### src/rtl/noc_20_defs.sv
// Shared definitions for the node-20 router: flit geometry, input-buffer
// defaults and the direction encoding consumed by routing computation.
package noc_20_defs;

  localparam int DATASIZE = 40;
  localparam int DEPTH    = 8;
  localparam int WIDTH    = 3;
  localparam int PRESS_W  = WIDTH + 1;

  typedef enum logic [1:0] {
    DIR_N = 2'd0,
    DIR_E = 2'd1,
    DIR_L = 2'd2,
    DIR_X = 2'd3
  } dir_e;

  // Even parity over a flit; available to links that carry a parity bit.
  function automatic logic flit_parity(input logic [DATASIZE-1:0] flit);
    return ^flit;
  endfunction

endpackage

### src/rtl/ib_20_fifo_mem.sv
// DEPTH x DATASIZE register array: one synchronous write port and one
// asynchronous read port. Contents are deliberately not reset.
module ib_20_fifo_mem
  import noc_20_defs::*;
#(
  parameter int P_DEPTH    = DEPTH,
  parameter int P_WIDTH    = WIDTH,
  parameter int P_DATASIZE = DATASIZE
) (
  input  logic                  ib_clk,
  input  logic                  we,
  input  logic [P_WIDTH-1:0]    waddr,
  input  logic [P_DATASIZE-1:0] wdata,
  input  logic [P_WIDTH-1:0]    raddr,
  output logic [P_DATASIZE-1:0] rdata
);

  logic [P_DATASIZE-1:0] r_mem [P_DEPTH];

  // Write the incoming flit into the addressed entry.
  always_ff @(posedge ib_clk) begin
    if (we) begin
      r_mem[waddr] <= wdata;
    end
  end

  assign rdata = r_mem[raddr];

endmodule

### src/rtl/ib_20_input_buffer.sv
// Per-port first-word-fall-through input buffer for router node 20.
// Holds pointers, occupancy, handshake flags and the sticky overflow flag;
// the storage itself lives in ib_20_fifo_mem.
module ib_20_input_buffer
  import noc_20_defs::*;
#(
  parameter int P_DEPTH    = DEPTH,
  parameter int P_WIDTH    = WIDTH,
  parameter int P_DATASIZE = DATASIZE
) (
  input  logic                  ib_clk,
  input  logic                  rst,
  input  logic [P_DATASIZE-1:0] data_in,
  input  logic                  valid_in,
  output logic                  ready_out,
  output logic [P_DATASIZE-1:0] data_out,
  output logic                  valid_out,
  input  logic                  rc_ready,
  output logic [P_WIDTH:0]      pressure_out,
  output logic                  overflow_err
);

  localparam logic [P_WIDTH:0] L_DEPTH = (P_WIDTH + 1)'(P_DEPTH);

  logic [P_WIDTH-1:0]    r_wr_ptr;
  logic [P_WIDTH-1:0]    r_rd_ptr;
  logic [P_WIDTH:0]      r_count;
  logic                  r_overflow;
  logic [P_WIDTH:0]      w_count_nxt;
  logic                  w_full;
  logic                  w_empty;
  logic                  w_push;
  logic                  w_pop;
  logic [P_DATASIZE-1:0] w_rdata;

  // Flags come only from the registered count, so a pop on a full cycle
  // cannot open the door for a push in that same cycle.
  assign w_full  = (r_count == L_DEPTH);
  assign w_empty = (r_count == {(P_WIDTH + 1){1'b0}});
  assign w_push  = valid_in & ~w_full;
  assign w_pop   = rc_ready & ~w_empty;

  ib_20_fifo_mem #(
    .P_DEPTH   (P_DEPTH),
    .P_WIDTH   (P_WIDTH),
    .P_DATASIZE(P_DATASIZE)
  ) u_mem (
    .ib_clk(ib_clk),
    .we    (w_push),
    .waddr (r_wr_ptr),
    .wdata (data_in),
    .raddr (r_rd_ptr),
    .rdata (w_rdata)
  );

  // Next occupancy: simultaneous push and pop cancel out.
  always_comb begin
    w_count_nxt = r_count;
    case ({w_push, w_pop})
      2'b10:   w_count_nxt = r_count + {{P_WIDTH{1'b0}}, 1'b1};
      2'b01:   w_count_nxt = r_count - {{P_WIDTH{1'b0}}, 1'b1};
      default: w_count_nxt = r_count;
    endcase
  end

  // Pointer, occupancy and sticky overflow state with synchronous reset.
  always_ff @(posedge ib_clk) begin
    if (rst) begin
      r_wr_ptr   <= {P_WIDTH{1'b0}};
      r_rd_ptr   <= {P_WIDTH{1'b0}};
      r_count    <= {(P_WIDTH + 1){1'b0}};
      r_overflow <= 1'b0;
    end else begin
      if (w_push) begin
        r_wr_ptr <= r_wr_ptr + {{(P_WIDTH - 1){1'b0}}, 1'b1};
      end
      if (w_pop) begin
        r_rd_ptr <= r_rd_ptr + {{(P_WIDTH - 1){1'b0}}, 1'b1};
      end
      r_count <= w_count_nxt;
      if (valid_in && w_full) begin
        r_overflow <= 1'b1;
      end
    end
  end

  // Mask the head entry while empty so RC never observes a stale flit.
  always_comb begin
    if (w_empty) begin
      data_out = {P_DATASIZE{1'b0}};
    end else begin
      data_out = w_rdata;
    end
  end

  assign valid_out    = ~w_empty;
  assign ready_out    = ~w_full;
  assign pressure_out = r_count;
  assign overflow_err = r_overflow;

endmodule

### config.mk
export PLATFORM = sky130hd
export DESIGN_NAME = ib_20_input_buffer
export DESIGN_NICKNAME = d
export VERILOG_FILES = /design/src/rtl/noc_20_defs.sv /design/src/rtl/ib_20_fifo_mem.sv /design/src/rtl/ib_20_input_buffer.sv
export SDC_FILE = /design/constraint.sdc
export NUM_CORES = 1
export LEC_CHECK = 0
export CORE_MARGIN = 10
export CORE_UTILIZATION = 25
export DETAILED_ROUTE_END_ITERATION = 10
export HOLD_SLACK_MARGIN = 0.05
export PLACE_DENSITY_LB_ADDON = 0.3
export SYNTH_ARGS = -nofsm -noshare
export SYNTH_HDL_FRONTEND = slang
export SYNTH_SLANG_ARGS = --single-unit
### constraint.sdc
create_clock -name ib_clk -period 4.9 [get_ports ib_clk]
set_input_delay 0.49 -clock ib_clk [delete_from_list [all_inputs] [get_ports ib_clk]]
set_output_delay 0.49 -clock ib_clk [all_outputs]
set_load 0.02 [all_outputs]
# Word-level counts from Yosys, hierarchy flattened
# Memories as Yosys holds them, arrays and structs flattened. A register that Yosys moved wholly into a read port is not among the register bits.
# Index checks and enable logic that the tools add are counted.
[op_classes]
add_sub_neg = 4
n_eq_ne = 3
muxes = 6
bitwise = 4
reduce_logical = 3
[ops]
columns = ["op", "count"]
rows = [
  ["two-way mux 40 bit", 1],
  ["case mux 4 bit (2 select lines)", 1],
  ["adder 3 x 1 -> 3 bit, second input constant", 2],
  ["two-way mux 3 bit", 2],
  ["adder 4 x 1 -> 4 bit, second input constant", 1],
  ["equality test 4 bit, second input constant", 1],
  ["logical NOT 4 bit", 1],
  ["subtractor 4 x 1 -> 4 bit, second input constant", 1],
  ["AND 1 bit", 2],
  ["equality test 2 x 1 -> 1 bit, second input constant", 1],
  ["equality test 2 bit, second input constant", 1],
  ["two-way mux 1 bit", 2],
  ["NOT 1 bit", 2],
  ["nonzero test 2 bit", 1],
  ["logical AND 1 bit", 1],
]
[word_totals]
reg_bits = 11
ramBits = 320
output_inout_bits = 47
wordCells = 25
mem_count = 1
[mem_list]
columns = ["memory", "depth", "word_bits", "read_ports", "rd_ports_with_merged_regs", "write_ports", "line", "text"]
rows = [
  ["u_mem.r_mem", 8, 40, 1, 1, 1, "ib_20_fifo_mem.sv:18", "logic [P_DATASIZE-1:0] r_mem [P_DEPTH];"],
]

# Longest topological paths before layout
[logic_depth]
word_depth = 5
depth_mapped = 11

# Cells and area by module
# Synthesis repeated with hierarchy kept, for this count alone.
[unflattened]
cells_unflattened = 582
area_unflattened_um2 = 13212.7
[by_module_without_submodules]
columns = ["module", "n_inst", "cells_per_inst", "area_each_um2", "seq_area_each_um2"]
rows = [
  ["ib_20_fifo_mem", 1, 475, 12370.6, 9609.2],
  ["ib_20_input_buffer", 1, 107, 842.1, 220.2],
]

# Worst setup path before layout
# Ideal clock, no wire load.
[synth_timing]
kind = "reg2reg"
from = "reg r_count[1], in the netlist pressure_out[1]"
to = "mem u_mem.r_mem[0][0] in the netlist's numbering, enable pin"
arrival_time_ns = 4.823
setup_slack_ns = -0.460
path_stages_with_launch = 5
path_buffers = 1
period_less_slack_ns = 5.360
path_cell_list = "dfxtp_1 or4b_1 buf_6 nand2_8 nor4_1"
[synth_via]
elab_chain_len = 5
[synth_lines]
columns = ["item", "line", "text"]
rows = [
  ["start, declared", "ib_20_input_buffer.sv:27", "logic [P_WIDTH:0] r_count;"],
  ["start signal, assigned", "ib_20_input_buffer.sv:71", "r_count <= {(P_WIDTH + 1){1'b0}};"],
  ["start signal, assigned", "ib_20_input_buffer.sv:80", "r_count <= w_count_nxt;"],
  ["equality test 4 bit", "ib_20_input_buffer.sv:38", "assign w_full = (r_count == L_DEPTH);"],
  ["NOT 1 bit", "-", ""],
  ["named net ready_out", "ib_20_input_buffer.sv:15", "output logic ready_out,"],
  ["AND 1 bit", "ib_20_input_buffer.sv:40", "assign w_push = valid_in & ~w_full;"],
  ["two-way mux 1 bit", "ib_20_fifo_mem.sv:22", "if (we) begin"],
  ["two-way mux 1 bit (implied by the code)", "ib_20_fifo_mem.sv:23", "r_mem[waddr] <= wdata;"],
  ["end, declared", "ib_20_fifo_mem.sv:18", ""],
]
# The timed path passes the listed nets, and every way through them passes these cells.

==> run_results.csv <==
group,metric,value,unit
finish,syn2layout_area_growth,23.2,%
worst_setup_path,critical_path_class,"reg -> out",
detailed_routing,wl,28.7,mm
sta,fin_tns_setup,0,ps
die,initial_core_util,25.1,%
clocking,clk_latency,540,ps
sta,fmax,0.266,GHz
clocking,clockBufferDepth,3,
finish,regArea,9900,um2
clocking,cts.sinks,334,
clocking,clk_pin_slew,60,ps
detailed_routing,wl_per_cell,20.4,um
logic_synthesis,synthFlopType,"edfxtp_1",
clocking,cts_tree,"built",
global_routing,grt_max_degree,52,
logic_synthesis,synth_warnings,0,
global_routing,gr-usage-met2,15.0,%
finish,layout-drive-gt1-share,22.7,%
worst_setup_path,crit_buf_inv,2,
die,io_pins,91,
sta,rsz0062_at_grt,"no",
logic_synthesis,async_reset_ff_share,0,%
logic_synthesis,ys_ff_latch,334,
logic_synthesis,avgSynthCellArea,21.9,um2
global_routing,grt_pass1_wl,43.2,mm
die,core_area,51100,um2
detailed_routing,avgViaCountPerCell,4.21,
global_routing,use_met1,12.7,%
worst_hold_path,hp-class,"reg -> reg",
detailed_routing,route.detailed.drc,0,
finish,antenna_cells,0,
clocking,post_cts_buffers,0,
worst_setup_path,cp_data_required_time,4410,ps
global_routing,grt_most_used_layer,"met2",
clocking,htree_levels,2,
placed_design,gp_congestion,0.676,
placed_design,dpl_cell_area,14700,um2
sta,hold_violations,0,
logic_synthesis,ys_seq_area_share,77.0,%
worst_setup_path,cp-start-kind,"flop",
clocking,ctsResizeCount,0,
sta,fin_crit,3750,ps
finish,fillCellCount,4982,
global_routing,antenna_found_initial,2,
worst_setup_path,slowest_stage,"dfxtp_4",
worst_setup_path,crit_family,"buffers and inverters",
logic_synthesis,yosysUniqueCellTypes,37,
sta,slew_viol_final,0,
status,outcome,"complete, no violations",
power_and_ir_drop,power_density,538,nW/um2
sta,timing.final.crit_share,76.6,%
detailed_routing,detail-route-antenna-nets,0,
placed_design,place_hpwl,15.8,mm
logic_synthesis,syn_nets,635,
worst_setup_path,arrival,3260,ps
die,dieArea,60800,um2
global_routing,use_met3,2.34,%
finish,fin_area,15800,um2
worst_setup_path,worstPathCellList,"buf_4, mux4_2, mux2i_1, nor2_1, clkdlybuf4s50_1",
logic_synthesis,syn_area,12800,um2
logic_synthesis,yosys-top-cells-area,"edfxtp_1 (75%), mux4_2 (14%), mux2i_1 (3.3%), dfxtp_1 (2.2%), nor2_1 (1.6%)",
sta,finalSetupViolCount,0,
die,core.rowCount,83,
worst_setup_path,slowest_delay,770,ps
power_and_ir_drop,vdd_drop_max,0.316,mV
placed_design,io_buffers,90,
detailed_routing,dr.pass1.iters,4,
logic_synthesis,synth-edff-count,320,
detailed_routing,drt_iter0_drc,328,
power_and_ir_drop,p_leak,4.77,nW
worst_setup_path,worst_setup_path_end_kind,"primary output",
placed_design,place_ws,1650,ps
die,fp.dieH,247,um
die,dieWidth,247,um
finish,final_core_util,31.0,%
clocking,clockRootBuffer,"clkbuf_16",
logic_synthesis,yosysTopAreaCellShare,74.8,%
clocking,hold_buffers,0,
job,max_cap_viol_count,0,
worst_setup_path,critPathMaxFanout,27,
logic_synthesis,synth_cells,586,
power_and_ir_drop,p_total,8.51,mW
sta,final.setup.worst_slack,1150,ps
sta,fin_skew,8.34,ps
global_routing,grt_overflow,0,
detailed_routing,via_count,5919,
finish,multiInputGateArea,2850,um2
finish,nNetsFinal,750,
clocking,numCtsBuffers,38,
logic_synthesis,yosysTopAreaCell,"edfxtp_1",
global_routing,grt_pass1_vias,6494,
sta,max_slew_margin,35.3,%
sta,tightest_slew,970,ps
global_routing,grt_usage,9.56,%
==> tightest hold or removal path, delay by kind of cell, from the launching register on <==
family / cells / cell delay [ps]
flops: 1 / 320
simple gates: 2 / 110
==> cell usage after synthesis, types with 2 or more instances <==
master    instances
a21oi_1           2
buf_1             2
buf_2             2
buf_4             8
clkbuf_1         18
dfxtp_1          14
edfxtp_1        320
ha_1              5
mux2i_1          42
mux4_2           80
nand2_1           2
nand2b_1          2
nand3_1           3
nor2_1           55
nor3_1            5
xor2_1            5
==> area by class of cell <==
type                       count  share of cell area (%)
tap                          680                    5.38
clock buffer                  47                    6.62
sequential                   334                    62.5
inverter                       2                  0.0474
clock inverter                18                   0.727
timing repair buffer         106                    6.69
multi-input combinational    219                    18.0
==> cell families (layout without fill, tap and decap cells) <==
logic type / Yosys count / in the layout / synth area share [%]
buffers and inverters: 33 / 173 / 1.28
multiplexers: 124 / 124 / 17.5
AO/OA/AOI/OAI: 6 / 6 / 0.321
XOR/XNOR: 7 / 7 / 0.536
adder cells (fa/ha/maj): 5 / 5 / 0.487
flip-flops: 334 / 334 / 77.0
AND/OR/NAND/NOR: 77 / 77 / 2.90
==> per-layer routing <==
metal	vias up	share of wire, %
met5	-	0.045
met4	2	2.4
met3	48	4.3
met2	112	47
met1	3118	46
li1	2639	-
==> worst paths after layout <==
path	start	endpoint	slack, ps	cells after the start
hold / removal	overflow_err$_SDFFE_PP0P_	overflow_err$_SDFFE_PP0P_	470	2
setup / recovery	flop	data_out[23]	1150	5
hold reg to reg	overflow_err$_SDFFE_PP0P_	overflow_err$_SDFFE_PP0P_	470	2
setup reg to reg	pressure_out[1]$_SDFFE_PP0P_	pressure_out[3]$_SDFFE_PP0P_	1780	9
==> flip-flops by register name, summed over array words and instances, names as in the netlist, named ones only <==
register,cells
r_rd_ptr,3
pressure_out,4
r_wr_ptr,3
overflow_err,1
u_mem.r_mem,320
==> metrics by stage <==
stage                     instances  hold WS [ps]
after floorplan                 586           485
after global placement         1341           450
after global routing           1406           531
after CTS                      1406           475
final                          1406           466
after detailed placement       1341           462
==> report_power, final <==
part           total (mW)  internal (mW)  switching (mW)
sequential           3.52           3.34           0.175
combinational        2.34           1.11            1.23
clock                2.65           1.56            1.09
total                8.51           6.01            2.50
==> cell usage in the layout (no fill, tap or decap), types with 3 or more instances in the layout <==
cell type	count
nor2_1	52
nor3_2	4
clkbuf_1	6
clkdlybuf4s50_1	90
nor2_4	3
xor2_1	5
nand3_1	3
buf_12	3
edfxtp_1	320
dfxtp_1	11
clkinv_1	9
dfxtp_4	3
clkinv_2	4
mux4_2	80
buf_4	13
clkbuf_16	41
clkinvlp_4	3
ha_1	5
mux2i_1	42
No activity file was read; power rests on OpenSTA's default activity.
